==> src/rtl/dmem_arbiter_if.sv <==
// Request, response and memory-side signals of the two-port data memory arbiter.
// slave is the arbiter's view; master is the requesters' and memory's view.
interface dmem_arbiter_if #(
  parameter int DATA_WIDTH = 32,
  parameter int ADDR_WIDTH = 32
);
  logic                  req0_valid;
  logic                  req0_ready;
  logic                  req0_we;
  logic [ADDR_WIDTH-1:0] req0_addr;
  logic [DATA_WIDTH-1:0] req0_wdata;
  logic                  req1_valid;
  logic                  req1_ready;
  logic                  req1_we;
  logic [ADDR_WIDTH-1:0] req1_addr;
  logic [DATA_WIDTH-1:0] req1_wdata;
  logic                  rsp0_valid;
  logic [DATA_WIDTH-1:0] rsp0_rdata;
  logic                  rsp0_err;
  logic                  rsp1_valid;
  logic [DATA_WIDTH-1:0] rsp1_rdata;
  logic                  rsp1_err;
  logic                  mem_read_en;
  logic                  mem_write_en;
  logic [ADDR_WIDTH-1:0] mem_addr;
  logic [DATA_WIDTH-1:0] mem_wdata;
  logic [DATA_WIDTH-1:0] mem_rdata;

  modport slave (
    input  req0_valid, req0_we, req0_addr, req0_wdata,
    input  req1_valid, req1_we, req1_addr, req1_wdata,
    output req0_ready, req1_ready,
    output rsp0_valid, rsp0_rdata, rsp0_err,
    output rsp1_valid, rsp1_rdata, rsp1_err,
    output mem_read_en, mem_write_en, mem_addr, mem_wdata,
    input  mem_rdata
  );

  modport master (
    output req0_valid, req0_we, req0_addr, req0_wdata,
    output req1_valid, req1_we, req1_addr, req1_wdata,
    input  req0_ready, req1_ready,
    input  rsp0_valid, rsp0_rdata, rsp0_err,
    input  rsp1_valid, rsp1_rdata, rsp1_err,
    input  mem_read_en, mem_write_en, mem_addr, mem_wdata,
    output mem_rdata
  );
endinterface

==> src/rtl/dmem_arbiter.sv <==
// Two-port round-robin arbiter/sequencer for the single-cycle data memory.
// One IDLE (grant) cycle plus one ACCESS cycle per transfer.
module dmem_arbiter #(
  parameter int DATA_WIDTH = 32,
  parameter int ADDR_WIDTH = 32,
  parameter int MEM_SIZE   = 1024
) (
  input  logic           clock,
  input  logic           rst,
  dmem_arbiter_if.slave  bus
);

  typedef enum logic {IDLE, ACCESS} state_e;

  localparam logic [ADDR_WIDTH:0] LIMIT = (ADDR_WIDTH+1)'(MEM_SIZE);
  localparam logic [ADDR_WIDTH:0] THREE = (ADDR_WIDTH+1)'(3);

  state_e state_q, state_d;

  logic                  last_grant_q, last_grant_d;
  logic                  port_q, port_d;
  logic                  we_q, we_d;
  logic                  err_q, err_d;
  logic                  mem_re_q, mem_re_d;
  logic                  mem_we_q, mem_we_d;
  logic [ADDR_WIDTH-1:0] mem_addr_q, mem_addr_d;
  logic [DATA_WIDTH-1:0] mem_wdata_q, mem_wdata_d;
  logic                  rsp0_valid_q, rsp0_valid_d;
  logic                  rsp1_valid_q, rsp1_valid_d;
  logic                  rsp0_err_q, rsp0_err_d;
  logic                  rsp1_err_q, rsp1_err_d;
  logic [DATA_WIDTH-1:0] rsp0_rdata_q, rsp0_rdata_d;
  logic [DATA_WIDTH-1:0] rsp1_rdata_q, rsp1_rdata_d;

  logic                  gnt0, gnt1, accept;
  logic                  sel_we, sel_err;
  logic [ADDR_WIDTH-1:0] sel_addr;
  logic [DATA_WIDTH-1:0] sel_wdata;
  logic [ADDR_WIDTH:0]   end_addr;
  logic [DATA_WIDTH-1:0] rd_word;

  // state register
  always_ff @(posedge clock) begin
    if (rst) state_q <= IDLE;
    else     state_q <= state_d;
  end

  // next state
  always_comb begin
    state_d = state_q;
    unique case (state_q)
      IDLE:    if (accept) state_d = ACCESS;
      ACCESS:  state_d = IDLE;
      default: state_d = IDLE;
    endcase
  end

  // grant outputs; on a tie the port not granted last wins
  always_comb begin
    gnt0 = 1'b0;
    gnt1 = 1'b0;
    if (state_q == IDLE && !rst) begin
      gnt0 = bus.req0_valid & (~bus.req1_valid | last_grant_q);
      gnt1 = bus.req1_valid & (~bus.req0_valid | ~last_grant_q);
    end
  end

  assign accept         = gnt0 | gnt1;
  assign bus.req0_ready = gnt0;
  assign bus.req1_ready = gnt1;

  assign sel_we    = gnt1 ? bus.req1_we    : bus.req0_we;
  assign sel_addr  = gnt1 ? bus.req1_addr  : bus.req0_addr;
  assign sel_wdata = gnt1 ? bus.req1_wdata : bus.req0_wdata;

  // one extra bit so addr + 3 cannot wrap past the top of the address space
  assign end_addr = {1'b0, sel_addr} + THREE;
  assign sel_err  = (sel_addr[1:0] != 2'b00) | (end_addr >= LIMIT);

  assign rd_word = (!we_q && !err_q) ? bus.mem_rdata : '0;

  always_comb begin
    last_grant_d = last_grant_q;
    port_d       = port_q;
    we_d         = we_q;
    err_d        = err_q;
    mem_addr_d   = mem_addr_q;
    mem_wdata_d  = mem_wdata_q;
    mem_re_d     = 1'b0;
    mem_we_d     = 1'b0;
    if (accept) begin
      last_grant_d = gnt1;
      port_d       = gnt1;
      we_d         = sel_we;
      err_d        = sel_err;
      mem_addr_d   = sel_addr;
      mem_wdata_d  = sel_wdata;
      mem_re_d     = ~sel_we & ~sel_err;
      mem_we_d     = sel_we & ~sel_err;
    end
  end

  always_comb begin
    rsp0_valid_d = 1'b0;
    rsp1_valid_d = 1'b0;
    rsp0_err_d   = rsp0_err_q;
    rsp1_err_d   = rsp1_err_q;
    rsp0_rdata_d = rsp0_rdata_q;
    rsp1_rdata_d = rsp1_rdata_q;
    if (state_q == ACCESS) begin
      if (port_q) begin
        rsp1_valid_d = 1'b1;
        rsp1_err_d   = err_q;
        rsp1_rdata_d = rd_word;
      end else begin
        rsp0_valid_d = 1'b1;
        rsp0_err_d   = err_q;
        rsp0_rdata_d = rd_word;
      end
    end
  end

  always_ff @(posedge clock) begin
    if (rst) begin
      last_grant_q <= 1'b1;
      port_q       <= 1'b0;
      we_q         <= 1'b0;
      err_q        <= 1'b0;
      mem_re_q     <= 1'b0;
      mem_we_q     <= 1'b0;
      mem_addr_q   <= '0;
      mem_wdata_q  <= '0;
      rsp0_valid_q <= 1'b0;
      rsp1_valid_q <= 1'b0;
      rsp0_err_q   <= 1'b0;
      rsp1_err_q   <= 1'b0;
      rsp0_rdata_q <= '0;
      rsp1_rdata_q <= '0;
    end else begin
      last_grant_q <= last_grant_d;
      port_q       <= port_d;
      we_q         <= we_d;
      err_q        <= err_d;
      mem_re_q     <= mem_re_d;
      mem_we_q     <= mem_we_d;
      mem_addr_q   <= mem_addr_d;
      mem_wdata_q  <= mem_wdata_d;
      rsp0_valid_q <= rsp0_valid_d;
      rsp1_valid_q <= rsp1_valid_d;
      rsp0_err_q   <= rsp0_err_d;
      rsp1_err_q   <= rsp1_err_d;
      rsp0_rdata_q <= rsp0_rdata_d;
      rsp1_rdata_q <= rsp1_rdata_d;
    end
  end

  assign bus.mem_read_en  = mem_re_q;
  assign bus.mem_write_en = mem_we_q;
  assign bus.mem_addr     = mem_addr_q;
  assign bus.mem_wdata    = mem_wdata_q;
  assign bus.rsp0_valid   = rsp0_valid_q;
  assign bus.rsp1_valid   = rsp1_valid_q;
  assign bus.rsp0_err     = rsp0_err_q;
  assign bus.rsp1_err     = rsp1_err_q;
  assign bus.rsp0_rdata   = rsp0_rdata_q;
  assign bus.rsp1_rdata   = rsp1_rdata_q;

endmodule
==> src/flat_wrapper.sv <==
// flat-port wrapper written by rule: the top's interface ports become plain ports
module dmem_arbiter_flat 
#(
  parameter int DATA_WIDTH = 32,
  parameter int ADDR_WIDTH = 32,
  parameter int MEM_SIZE   = 1024
)
  (clock, rst, bus_req0_valid, bus_req0_we, bus_req0_addr, bus_req0_wdata, bus_req1_valid, bus_req1_we, bus_req1_addr, bus_req1_wdata, bus_req0_ready, bus_req1_ready, bus_rsp0_valid, bus_rsp0_rdata, bus_rsp0_err, bus_rsp1_valid, bus_rsp1_rdata, bus_rsp1_err, bus_mem_read_en, bus_mem_write_en, bus_mem_addr, bus_mem_wdata, bus_mem_rdata);
  dmem_arbiter_if #(.DATA_WIDTH(DATA_WIDTH), .ADDR_WIDTH(ADDR_WIDTH)) bus_i ();
  input  logic clock;
  input  logic rst;
  input wire logic [$bits(bus_i.req0_valid)-1:0] bus_req0_valid;
  input wire logic [$bits(bus_i.req0_we)-1:0] bus_req0_we;
  input wire logic [$bits(bus_i.req0_addr)-1:0] bus_req0_addr;
  input wire logic [$bits(bus_i.req0_wdata)-1:0] bus_req0_wdata;
  input wire logic [$bits(bus_i.req1_valid)-1:0] bus_req1_valid;
  input wire logic [$bits(bus_i.req1_we)-1:0] bus_req1_we;
  input wire logic [$bits(bus_i.req1_addr)-1:0] bus_req1_addr;
  input wire logic [$bits(bus_i.req1_wdata)-1:0] bus_req1_wdata;
  output wire logic [$bits(bus_i.req0_ready)-1:0] bus_req0_ready;
  output wire logic [$bits(bus_i.req1_ready)-1:0] bus_req1_ready;
  output wire logic [$bits(bus_i.rsp0_valid)-1:0] bus_rsp0_valid;
  output wire logic [$bits(bus_i.rsp0_rdata)-1:0] bus_rsp0_rdata;
  output wire logic [$bits(bus_i.rsp0_err)-1:0] bus_rsp0_err;
  output wire logic [$bits(bus_i.rsp1_valid)-1:0] bus_rsp1_valid;
  output wire logic [$bits(bus_i.rsp1_rdata)-1:0] bus_rsp1_rdata;
  output wire logic [$bits(bus_i.rsp1_err)-1:0] bus_rsp1_err;
  output wire logic [$bits(bus_i.mem_read_en)-1:0] bus_mem_read_en;
  output wire logic [$bits(bus_i.mem_write_en)-1:0] bus_mem_write_en;
  output wire logic [$bits(bus_i.mem_addr)-1:0] bus_mem_addr;
  output wire logic [$bits(bus_i.mem_wdata)-1:0] bus_mem_wdata;
  input wire logic [$bits(bus_i.mem_rdata)-1:0] bus_mem_rdata;
  assign bus_i.req0_valid = bus_req0_valid;
  assign bus_i.req0_we = bus_req0_we;
  assign bus_i.req0_addr = bus_req0_addr;
  assign bus_i.req0_wdata = bus_req0_wdata;
  assign bus_i.req1_valid = bus_req1_valid;
  assign bus_i.req1_we = bus_req1_we;
  assign bus_i.req1_addr = bus_req1_addr;
  assign bus_i.req1_wdata = bus_req1_wdata;
  assign bus_req0_ready = bus_i.req0_ready;
  assign bus_req1_ready = bus_i.req1_ready;
  assign bus_rsp0_valid = bus_i.rsp0_valid;
  assign bus_rsp0_rdata = bus_i.rsp0_rdata;
  assign bus_rsp0_err = bus_i.rsp0_err;
  assign bus_rsp1_valid = bus_i.rsp1_valid;
  assign bus_rsp1_rdata = bus_i.rsp1_rdata;
  assign bus_rsp1_err = bus_i.rsp1_err;
  assign bus_mem_read_en = bus_i.mem_read_en;
  assign bus_mem_write_en = bus_i.mem_write_en;
  assign bus_mem_addr = bus_i.mem_addr;
  assign bus_mem_wdata = bus_i.mem_wdata;
  assign bus_i.mem_rdata = bus_mem_rdata;
  dmem_arbiter #(.DATA_WIDTH(DATA_WIDTH), .ADDR_WIDTH(ADDR_WIDTH), .MEM_SIZE(MEM_SIZE)) u_core (.clock(clock), .rst(rst), .bus(bus_i));
endmodule
==> config.mk <==
export PLATFORM = sky130hd
export DESIGN_NAME = dmem_arbiter_flat
export DESIGN_NICKNAME = d
export VERILOG_FILES = /design/src/rtl/dmem_arbiter_if.sv /design/src/rtl/dmem_arbiter.sv /design/src/flat_wrapper.sv
export SDC_FILE = /design/constraint.sdc
export NUM_CORES = 1
export LEC_CHECK = 0
export BUFFER_PORTS_ARGS = -buffer_cell sky130_fd_sc_hd__buf_2
export CORE_MARGIN = 8
export CORE_UTILIZATION = 45
export CTS_CLUSTER_DIAMETER = 80
export CTS_CLUSTER_SIZE = 24
export DETAILED_ROUTE_END_ITERATION = 12
export GPL_ROUTABILITY_DRIVEN = 0
export GPL_TIMING_DRIVEN = 0
export PLACE_DENSITY_LB_ADDON = 0.05
export SKIP_LAST_GASP = 1
export SLEW_MARGIN = 10
export SYNTH_ARGS = -nofsm -noshare
export SYNTH_HDL_FRONTEND = slang
export SYNTH_SLANG_ARGS = --single-unit
==> constraint.sdc <==
create_clock -name clock -period 4.3 [get_ports clock]
set_clock_uncertainty 0.05 [all_clocks]
set_input_delay 1.29 -clock clock [delete_from_list [all_inputs] [get_ports clock]]
set_output_delay 1.29 -clock clock [all_outputs]
set_load 0.03 [all_outputs]
==> metrics, run 1 <==
CP Class=in2out; Max-Slew Margin vs Limit=53.6%; CTS buffer count=17; IO buf count=301; drc violations=0; Post-Synth Simple-Gate Area=27.7%; DR WL/cell=18.5 µm; Worst Setup End Kind=primary output; Worst Tran Pin Value=693 ps; Final Slew Violations=0; DR pass1 iterations=5; Leakage=0.00381 µW; total power=3500 µW; DP Wirelength=19300 µm; Sink Count=139; yosys warns=0; final setup fails=0; largest family of logic cells by synthesized area=simple AND/OR/NAND/NOR gates; Crit path top cell by count=buf_2; Post-Synth Adder-Cell Area=0%; Hold Violations, Final=0; first-pass GRT wire length=38700 µm; Rows=43; Die H=135 µm; critical path launch point type=input pin; Skew-Pair Late Insertion Delay=410 ps; clk root buf=clkbuf_16; pin count of the biggest net entering global routing=20; GR Util met2=45.0%; outcome=completed; gr usage total=26.4%; Avg Inst Size Synth=7.71 µm²; main flop type after synthesis=dfxtp_1; Yosys reg bits=139; hold_ws=400 ps; met3 Resource Use GR=8.79%; DRT iter0 DRCs=497; Final ANT Viol Nets=0; slowest CP cell=buf_4; WL final=24800 µm; crit path DAT=2640 ps; Post-layout nets=1315; Fmax=0.251 GHz; via count of the first global-routing pass=7324; Gate Count Post-Synth=830; pre-CTS setup slack=-625 ps; Crit path largest cell delay=350 ps; Via Count=7392; min-delay worst type=reg2reg; CTS resizes=0; total negative slack=0 ps; CTS tree=built; hold buffers post-CTS=0; share of cells above drive strength 1=29.4%; clk buf depth=2; die extent in x=135 µm; mux cell area share after synthesis=3.97%; initial antenna violation count=3; Async S/R FF share, synth=0%; CP Max Fanout=28; Initial Util=46.1%; Worst Path Required=2960 ps; final worst slack=320 ps; Power Density=403 nW/µm²; Syn-to-layout area delta=35.9%; H-tree depth=4; DIE AREA=18300 µm²; count of cell types in the netlist=54; EDFF count, synth=0; Synth Area in XOR/XNOR=1.10%; Synth Area in Compound Gates=19.4%; core area=13900 µm²; Post-Synthesis Cell Area=6400 µm²; GRT met1 Usage=30.6%; Tmin final=3980 ps; total grt overflow=0; I/O pin count=302; maxcap violations=0; CTS clock-pin slew for the worst setup and hold paths=60 ps; RSZ-0062 raised after global routing=false; Syn Nets=996; drt via density=5.50; register area share after synthesis=43.5%; Worst VDD drop=0.237 mV; crit-path cells=buf_2, a211oi_4, nand2_4, clkinv_4, buf_4, buf_2; GR peak layer=met2; Tcrit/Tclk final=92.6%
-- path summary, 6_finish.rpt --
path | startpoint | to | slack, ps | cells past startpoint
setup / recovery | bus_req0_valid | bus_req1_ready | 320 | 6
hold / removal | u_core.bus.rsp1_rdata[14] | u_core.bus.rsp1_rdata[14] | 400 | 2
setup reg to reg | u_core.last_grant_q | u_core.err_q | 1020 | 10
hold reg to reg | u_core.bus.rsp1_rdata[14] | u_core.bus.rsp1_rdata[14] | 400 | 2
-- logic make-up after synthesis --
family / Yosys count
and+or+nand+nor: 406
buffers and inverters: 70
xor gates and xnor gates: 8
AOI/OAI and AO/OA: 182
DFF: 139
muxes: 25
-- metrics by stage --
stage,cells,utilization (%),area [µm²]
after floorplan,830,-,6400
after global placement,1311,58.6,8130
after detailed placement,1311,58.6,8130
after CTS,1343,62.6,8690
after global routing,1344,62.6,8690
final,1344,62.6,8690
-- where the power goes --
part	switching [µW]	internal, µW
combinational	471	218
sequential	42.6	1370
clock	584	821
total	1100	2410
-- worst max-delay path, delay by kind of cell --
kind	cells	cell delay [ps]
buffers and inverters	4	890
AO/OA/AOI/OAI	1	290
AND/OR/NAND/NOR	1	160
-- layer usage --
layer	vias up	routed length, µm
li1	3599	-
met1	3395	9860
met2	360	12100
met3	36	2420
met4	2	403
met5	-	12
-- cell usage after synthesis (2+ instances only) --
cell type / n / area [µm²]
nand2b_1: 5 / 31.3
buf_1: 9 / 33.8
and2_1: 2 / 12.5
buf_2: 2 / 10.0
o31a_1: 2 / 17.5
inv_1: 2 / 7.51
o21a_1: 2 / 15.0
a2111oi_0: 2 / 17.5
mux2i_1: 22 / 220
nor2_1: 92 / 345
and3_1: 3 / 18.8
clkbuf_1: 54 / 203
a211oi_1: 17 / 128
a32o_1: 2 / 20.0
xnor2_1: 5 / 43.8
nor3_1: 11 / 55.1
or3_1: 2 / 12.5
dfxtp_1: 139 / 2780
nand2_1: 185 / 694
nand4_1: 13 / 81.3
a22oi_1: 3 / 22.5
buf_4: 2 / 15.0
mux2_2: 3 / 33.8
a21oi_1: 77 / 385
a32oi_1: 5 / 43.8
nor4_1: 6 / 37.5
o21ai_0: 8 / 40.0
xor2_1: 3 / 26.3
nand3_1: 76 / 380
a311oi_1: 49 / 429
a31oi_1: 4 / 25.0
-- repair_timing --
| action | 4_1_cts | 5_1_grt |
|---|---|---|
| pin swaps | 1 | 0 |
| setup endpoints to repair | 1 | 1 |
| gates cloned | 0 | 0 |
| buffers inserted | 1 | 0 |
-- cell type report --
class / instances / area, µm²
Antenna cell: 2 / 5.00
Buffer: 65 / 253
Clock buffer: 21 / 450
Clock inverter: 11 / 110
Fill cell: 1355 / 5190
Inverter: 3 / 16.3
Multi-Input combinational cell: 621 / 3340
Sequential cell: 139 / 2780
Tap cell: 180 / 225
Timing Repair Buffer: 302 / 1510
-- placed cells by master, fill, tap and decap left out, drive strengths merged, types with 2 or more instances in the layout --
| cell type | n |
|---|---|
| a2111oi | 2 |
| a211oi | 18 |
| a21boi | 2 |
| a21oi | 77 |
| a22oi | 3 |
| a311oi | 49 |
| a31oi | 4 |
| a32o | 2 |
| a32oi | 5 |
| and2 | 2 |
| and3 | 3 |
| buf | 313 |
| clkbuf | 75 |
| clkinv | 6 |
| dfxtp | 139 |
| diode | 2 |
| inv | 7 |
| mux2 | 3 |
| mux2i | 22 |
| nand2 | 186 |
| nand2b | 5 |
| nand3 | 77 |
| nand4 | 13 |
| nor2 | 92 |
| nor3 | 11 |
| nor4 | 6 |
| o21a | 2 |
| o21ai | 8 |
| o31a | 2 |
| or3 | 2 |
| xnor2 | 5 |
| xor2 | 3 |
-- registers in the layout, summed over array words and instances, names as in the netlist, 32 cells and up --
name,count
u_core.bus.mem_addr,32
u_core.bus.mem_wdata,32
u_core.bus.rsp0_rdata,32
u_core.bus.rsp1_rdata,32
Note: power is estimated with default switching activity, not from simulation.
==> inputs of run 2 (changes only) <==
--- a/config.mk
+++ b/config.mk
@@ -7,7 +7,7 @@
 export LEC_CHECK = 0
 export BUFFER_PORTS_ARGS = -buffer_cell sky130_fd_sc_hd__buf_2
 export CORE_MARGIN = 8
-export CORE_UTILIZATION = 45
+export CORE_UTILIZATION = 42
 export CTS_CLUSTER_DIAMETER = 80
 export CTS_CLUSTER_SIZE = 24
 export DETAILED_ROUTE_END_ITERATION = 12
==> run 2 against run 1 <==
  * Non-clock buffer count is the same
  * Largest cell class unchanged
  * Hold slack lost 0.53 ps
  * Die area up 6.3%
  * Critical endpoint unchanged
  * Highest routed layer unchanged
==> metrics, run 2 (synthesized netlist as in run 1, its figures left out) <==
outcome=completed; WL final=24700 µm; WHS Path Cells=2; post-placement cell count=1319; Worst Setup End Kind=primary output; final worst slack=336 ps; drc violations=0; Sink Count=139; CP Class=in2out; Max-Slew Margin vs Limit=54.5%; pre-CTS setup slack=-607 ps; DR WL/cell=18.2 µm; clk root buf=clkbuf_16; Multi-input gate area=3340 µm²; die extent in x=139 µm; maxcap violations=0; Leakage=0.00382 µW; CTS clock-pin slew for the worst setup and hold paths=60 ps; Final ANT Viol Nets=0; min-delay worst type=reg2reg; RSZ-0062 raised after global routing=false; final setup fails=0; Tcrit/Tclk final=92.2%; hold buffers post-CTS=0; I/O pin count=302; Fmax=0.252 GHz; Worst Tran Pin Value=676 ps; Final Slew Violations=0; fin cells=1355; initial antenna violation count=7; total grt overflow=0; dpl cell area=8140 µm²; via count of the first global-routing pass=7239; CP Max Fanout=28; Tmin final=3960 ps; Rows=45; share of cells above drive strength 1=29.4%; first-pass GRT wire length=38600 µm; Worst VDD drop=0.269 mV; H-tree depth=4; IO buf count=301; Via Count=7331; commonest non-fill, non-tap cell in the layout=buf_2; Worst Path Required=2960 ps; Skew-Pair Late Insertion Delay=420 ps; Final Cell Area=8770 µm²; DIE AREA=19400 µm²; final core utilization=58.3%; Die H=139 µm; Hold Violations, Final=0; core area=15000 µm²; Initial Util=42.6%; DR pass1 iterations=8; DRT iter0 DRCs=417; Register Area=2780 µm²; clk buf depth=2; Reg2Reg Depth=10; Syn-to-layout area delta=37.0%; gr usage total=24.8%; CTS buffer count=17; CTS tree=built; Fill cells=1517; most frequent cells in the layout=buf_2, nand2_1, dfxtp_1; DP Wirelength=19500 µm; Post-layout nets=1315; drt via density=5.41; Power Density=413 nW/µm²; critical path launch point type=input pin; pin count of the biggest net entering global routing=20; crit path DAT=2620 ps
[run 2: changes by cell type in the layout (fill, tap and decap cells not counted), sizes merged]
cell and change:
bufinv +2, clkbuf +2, clkinv -5, clkinvlp +5, diode +3, inv -4
[run 2: report_power, final]
| group | internal (µW) | total, µW | switching, µW |
|---|---|---|---|
| clock | 961 | 1530 | 569 |
| combinational | 218 | 686 | 468 |
| sequential | 1370 | 1410 | 41.2 |
[run 2: final timing paths]
kind | start | end | slack (ps)
setup reg to reg | u_core.last_grant_q | u_core.bus.mem_write_en | 1100
hold / removal | u_core.bus.rsp1_rdata[19] | u_core.bus.rsp1_rdata[19] | 400
setup / recovery | bus_req0_valid | bus_req1_ready | 340
hold reg to reg | u_core.bus.rsp1_rdata[19] | u_core.bus.rsp1_rdata[19] | 400
[run 2: timing repair]
item,CTS,global route
hold endpoints to repair,0,0
buffers inserted,1,0
gates resized for setup,0,0
pin swaps,1,0
setup endpoints to repair,1,1
[run 2: stage by stage]
step / hold WS (ps) / setup TNS (ps) / power [µW]
3_5_place_dp: 394 / -607 / 2120
2_1_floorplan: 409 / 0 / 1840
4_1_cts: 401 / 0 / 3640
3_3_place_gp: 389 / -646 / 2120
5_1_grt: 421 / 0 / 3770
6_report: 400 / 0 / 3620
[run 2: metal layers]
| metal | global-route usage, % | vias up | wire, µm |
|---|---|---|---|
| met3 | 8.34 | 52 | 2020 |
| li1 | - | 3617 | - |
| met2 | 41.2 | 314 | 11700 |
| met5 | 0 | - | 23 |
| met1 | 28.8 | 3344 | 10400 |
| met4 | 9.76 | 4 | 614 |
[run 2: cell type report]
cell class,count,area share (%)
flip-flops and latches,139,31.7
inverters,3,0.186
clock buffers,23,5.45
repair buffers,302,17.3
multi-input cells,621,38.1
clock inverters,9,1.56
well taps,188,2.68
plain buffers,65,2.88
diodes,5,0.143
[run 2: critical path: stages]
cell and delay (ps):
buf_2 140, a211oi_4 290, nand2_4 160, clkinv_4 130
buf_4 340, buf_2 270
